--- config.mk ---
export PLATFORM = sky130hd
export DESIGN_NAME = uart_tx_arb
export DESIGN_NICKNAME = d
export VERILOG_FILES = /design/src/rtl/uart_tx_arb.sv
export SDC_FILE = /design/constraint.sdc
export NUM_CORES = 1
export LEC_CHECK = 0
export ABC_AREA = 1
export BUFFER_PORTS_ARGS = -buffer_cell sky130_fd_sc_hd__clkbuf_2
export CAP_MARGIN = 5
export CORE_ASPECT_RATIO = 1.25
export CORE_MARGIN = 3
export CORE_UTILIZATION = 29
export DETAILED_ROUTE_END_ITERATION = 10
export SLEW_MARGIN = 15
export SYNTH_ARGS = -nofsm -noshare
export SYNTH_HDL_FRONTEND = slang
export SYNTH_SLANG_ARGS = --single-unit
--- constraint.sdc ---
create_clock -name clk -period 3.01 [get_ports clk]
set_input_delay 0.4515 -clock clk [delete_from_list [all_inputs] [get_ports clk]]
set_output_delay 0.4515 -clock clk [all_outputs]
set_load 0.01 [all_outputs]
--- src/rtl/uart_tx_arb.sv ---
// uart_tx_arb: round-robin arbiter that feeds one UART TX engine from NREQ
// requesters. A grant latches the winner's data and raises a start strobe,
// which is held until the engine clears it. A START timeout recovers a dead
// engine. A transaction ends when the engine drops busy.
module uart_tx_arb #(
  parameter int NREQ      = 3,
  parameter int DW        = 8,
  parameter int TO_CYCLES = 1023
) (
  input  logic               clk,
  input  logic               rst,
  input  logic               i_en,
  input  logic [NREQ-1:0]    i_req,
  input  logic [NREQ*DW-1:0] i_req_dat,
  output logic [NREQ-1:0]    o_req_ack,
  output logic [DW-1:0]      o_tx,
  output logic               o_tx_start,
  input  logic               i_tx_start_clear,
  input  logic               i_tx_busy,
  output logic [NREQ-1:0]    o_grant,
  output logic               o_busy,
  output logic               o_timeout_err,
  input  logic               i_err_clr,
  output logic [15:0]        o_sent_cnt
);

  localparam int         LGW     = (NREQ > 1) ? $clog2(NREQ) : 1;
  // START lasts exactly TO_CYCLES cycles, counted from 0 on entry.
  localparam logic [9:0] TO_LAST = 10'(TO_CYCLES - 1);

  typedef enum logic [1:0] {IDLE, START, WAIT} state_t;

  state_t          state, state_n;
  logic [LGW-1:0]  last_grant;
  logic [9:0]      to_cnt;

  logic [NREQ-1:0] rot;
  int              pick;
  int              win_int;
  logic [LGW-1:0]  win_idx;
  logic [NREQ-1:0] win_oh;
  logic [DW-1:0]   win_dat;

  logic            grant_go, clr_go, to_fire, done_go;

  // Round-robin pick: rotate requests so last_grant+1 sits at bit 0,
  // take the lowest set bit, then map back to an absolute index.
  always_comb begin
    rot  = NREQ'({i_req, i_req} >> (int'(last_grant) + 1));
    pick = 0;
    for (int j = NREQ - 1; j >= 0; j--)
      if (rot[j]) pick = j;
    win_int = int'(last_grant) + 1 + pick;
    if (win_int >= NREQ) win_int = win_int - NREQ;
    win_idx = LGW'(win_int);
    win_oh  = NREQ'(1) << win_idx;
    win_dat = DW'(i_req_dat >> (DW * win_int));
  end

  // Next state and one-cycle event strobes.
  always_comb begin
    state_n  = state;
    grant_go = 1'b0;
    clr_go   = 1'b0;
    to_fire  = 1'b0;
    done_go  = 1'b0;
    case (state)
      IDLE: begin
        if (i_en && !i_tx_busy && (|i_req)) begin
          grant_go = 1'b1;
          state_n  = START;
        end
      end
      START: begin
        // A clear on the terminal-count cycle still counts as a clean handoff.
        if (i_tx_start_clear) begin
          clr_go  = 1'b1;
          state_n = WAIT;
        end else if (to_cnt == TO_LAST) begin
          to_fire = 1'b1;
          state_n = IDLE;
        end
      end
      WAIT: begin
        if (!i_tx_busy) begin
          done_go = 1'b1;
          state_n = IDLE;
        end
      end
      default: state_n = IDLE;
    endcase
  end

  // State register.
  always_ff @(posedge clk or posedge rst) begin
    if (rst) state <= IDLE;
    else     state <= state_n;
  end

  // Datapath: latched data, strobes, grant, timeout counter, status.
  always_ff @(posedge clk or posedge rst) begin
    if (rst) begin
      o_tx          <= '0;
      o_tx_start    <= 1'b0;
      o_req_ack     <= '0;
      o_grant       <= '0;
      o_timeout_err <= 1'b0;
      o_sent_cnt    <= '0;
      to_cnt        <= '0;
      last_grant    <= LGW'(NREQ - 1);
    end else begin
      o_req_ack <= '0;
      if (grant_go) begin
        o_tx       <= win_dat;
        o_tx_start <= 1'b1;
        o_grant    <= win_oh;
        o_req_ack  <= win_oh;
        last_grant <= win_idx;
        to_cnt     <= '0;
      end
      if (state == START && !clr_go && !to_fire)
        to_cnt <= to_cnt + 10'd1;
      if (clr_go)
        o_tx_start <= 1'b0;
      if (to_fire) begin
        o_tx_start <= 1'b0;
        o_grant    <= '0;
      end
      if (done_go) begin
        o_grant    <= '0;
        o_sent_cnt <= o_sent_cnt + 16'd1;
      end
      // A fresh timeout beats a simultaneous clear request.
      if (to_fire)        o_timeout_err <= 1'b1;
      else if (i_err_clr) o_timeout_err <= 1'b0;
    end
  end

  assign o_busy = (state != IDLE);

endmodule
==> reports/results.tsv <==
metric	value	unit
placement-stage worst setup slack	-0.140	ns
max-cap violations	0	
number of violations reported at the end of detailed-routing iteration 0	82	
element type at the critical path end	flip-flop	
clock tree from TritonCTS	built	
hold depth	2	
number of buffers between clock root and the deepest sink	2	
proportion of layout cells with a drive suffix above 1	0.270	
CP dominant cell by count	nand2_1	
switching part of the total power	0.478	
Total Nets Final	485	
Vias	2601	
overall fraction of global-route tracks in use	0.132	
vias in the first global route	2466	
sw power	1.97	mW
hold path startpoint	i_err_clr	
maximum single-stage delay on the critical path	0.58	ns
Worst path slowest cell	fa_1	
netlist area before placement	2700	um^2
max layer used	met4	
highest fanout seen on the critical path	6	
detailed-routed wire length on met3	368	um
Pwr Density	1180	nW/um^2
share of synthesized area occupied by flip-flops and latches	0.427	
Worst Hold Slack	0.331	ns
Detailed Place HPWL	4.99	mm
Initial DRT Pass Iterations	4	
Lkg Pwr	1.89	nW
worst reg-to-reg path cell count	18	
time the final worst path needs with I/O delays and setup	2.96	ns
chain of cells forming the critical path	o21ai_1, inv_1, o21a_1, inv_1, nand2_1, ha_2, fa_1, inv_2, ha_4, ha_4, o21ai_4, nand2_4, buf_6, nand2_1, nand3_2, nand2_2, nand2_1, nand2_1	
Hold Fails Final Rpt	0	
Crit Reg-Reg Endpoint	o_tx[0]	
R2R Path Start	last_grant[0]	
die area	10500	um^2
internal power consumption	2.16	mW
DRC violation count after routing	0	
worst-skew pair later-pin latency	0.31	ns
Ports	66	
flops & latches, synth	46	
relative contribution of the clock network to total power	0.118	
synthesis warning total	0	
clock transition at the registers of the reported paths	0.09	ns
DR WL/cell	11.8	um
initial cell density of the core	0.304	
clock buffer count from CTS	5	
DIE HEIGHT	114	um
critical path startpoint category	flip-flop	
Worst Path Class, Setup	reg -> reg	
post-route antenna net violation count	0	
standard-cell rows	38	
maximum clock frequency	0.338	GHz
CTS Hold Bufs	0	
quantity of I/O buffers inserted on ports	65	
cell count after synthesis	361	
Data required, critical path	3.24	ns
net count of the mapped netlist	402	
count of clock tree sinks	46	
total negative slack	0	ns
Via density	4.60	
Placer Congestion	0.852	
initial antenna violation count	0	
min-delay worst type	in -> reg	
relative slew slack	0.347	
met2 wirelength from detailed routing	3.17	mm
H-tree lvl count	2	
worst setup path startpoint	last_grant[0]	
part of the power in combinational logic	0.673	
layout-stage area growth over the synthesis result	29.9	%
maximum clock skew at final layout	0.0133	ns
result of the run	complete, no violations	
number of inserted diodes	0	
end point of the worst hold path	o_timeout_err	
setup slack after layout	0.0526	ns
setup repair after global routing missed its margin	yes	
maximum number of pins on one net before global-route repair	47	
wire length on met1	3.02	mm
Die Width	92.3	um
period utilization	0.983	
count of placed standard cells including taps	554	
clock root cell	clkbuf_8	
part of the power in registers	0.209	
wire length of the first global-routing pass	11.4	mm
Final Max Slew Viols	0	
Peak VDD IR	0.544	mV
number of distinct library cell variants in the gate-level netlist after synthesis	30	
total global routing overflow	0	
synthesized area per cell	7.48	um^2
final routed wirelength across all metal layers	6.64	mm
area of the placeable core	8890	um^2
Non-Filler Instances	565	
arrival time worst endpoint	3.19	ns
transition time of the tightest slew-check pin	0.978	ns
final count of negative-setup-slack endpoints	0	
setup slack on the worst flop-to-flop path	0.05	ns
-- worst max-delay path: cells and delay by family (launching register included) --
family,cells,cell delay [ns]
AO/OA/AOI/OAI,3,0.52
flip-flops,1,0.45
adder cells (fa/ha/maj),4,1.12
AND/OR/NAND/NOR,7,0.48
buffers and inverters,4,0.31
-- power by group through the flow --
stage / combinational, mW / clock [mW] / sequential, mW
floorplan: 1.53 / 0 / 0.895
global placement: 2.18 / 0 / 0.871
detailed placement: 2.22 / 0 / 0.875
CTS: 2.27 / 0.511 / 0.865
global route: 3.11 / 0.532 / 0.884
finish: 2.78 / 0.486 / 0.864
-- repair_timing --
| item | in CTS | in global routing |
|---|---|---|
| endpoints found under the setup margin | 10 | 16 |
| pin swaps | 0 | 13 |
| hold endpoints to repair | 0 | 0 |
| gates cloned | 0 | 1 |
| resized for setup | 6 | 27 |
| setup buffers | 0 | 2 |
-- synth_stat cells (all sizes together) --
cell    count  area (um^2)
nand2     120          463
inv        58          218
nand3      46          235
dfrtp      45         1130
nor2       25          101
o21ai      19          106
xor2       10         87.6
nand4       8         62.6
ha          7         87.6
a21oi       6         45.1
xnor2       5         43.8
nor3        4         31.3
buf         1         11.3
clkbuf      1         3.75
dfstp       1         26.3
fa          1         20.0
nand3b      1         7.51
o211a       1         10.0
o21a        1         7.51
o22ai       1         6.26
-- cell families after synthesis --
family,Yosys count,synth area share
AOI/OAI and AO/OA,28,0.0649
xor gates and xnor gates,15,0.0487
adders and majority gates,8,0.0399
buffers and inverters,60,0.0862
DFF,46,0.427
and+or+nand+nor,204,0.334
-- placed cells by master, fill, tap and decap left out, types with 2 or more instances in the layout --
cell type and instances:
a21oi_1 3, a21oi_2 2, buf_4 10, buf_6 3, clkbuf_2 65, clkbuf_8 6
dfrtp_1 44, ha_1 4, ha_4 2, inv_1 52, inv_2 4, inv_4 2
nand2_1 112, nand2_2 5, nand2_4 3, nand3_1 39, nand3_2 5, nand3_4 2
nand4_1 6, nor2_1 23, nor2_4 2, nor3_1 3, o21ai_0 14, o21ai_1 4
xnor2_1 5, xor2_1 10
-- metrics by stage --
stage                     cell area [um^2]  power, mW   util
after floorplan                       2710       2.43      -
after global placement                3250       3.05  0.365
after detailed placement              3250       3.10  0.365
after CTS                             3370       3.65  0.380
after global routing                  3510       4.53  0.394
final                                 3510       4.13  0.394
-- metal layers --
metal | vias up | track usage
met5 | - | 0
li1 | 1305 | -
met3 | 5 | 0.0290
met1 | 1207 | 0.172
met2 | 84 | 0.219
met4 | 0 | 0.0387
-- state kept, by name, summed over array words and instances (netlist names) --
name	count
state	2
o_sent_cnt	16
o_tx	8
last_grant	2
o_req_ack	3
o_tx_start	1
to_cnt	10
o_grant	3
o_timeout_err	1
-- area by class of cell --
class	instances	area, um^2
clock buffers	7	86.3
well taps	120	150
multi-input cells	255	1430
inverters	58	223
fillers	925	5380
clock inverters	1	30.0
repair buffers	78	434
flip-flops and latches	46	1150
-- worst max-delay path by stage --
stage                         end  slack (ns)  cells after the start
after floorplan           o_tx[0]      0.0005                     20
after global placement    o_tx[0]       -0.08                     20
after detailed placement  o_tx[0]       -0.14                     20
after CTS                 o_tx[0]       0.007                     19
after global routing      o_tx[0]       -0.14                     21
final                     o_tx[0]        0.05                     18
No activity file was read; power rests on OpenSTA's default activity.
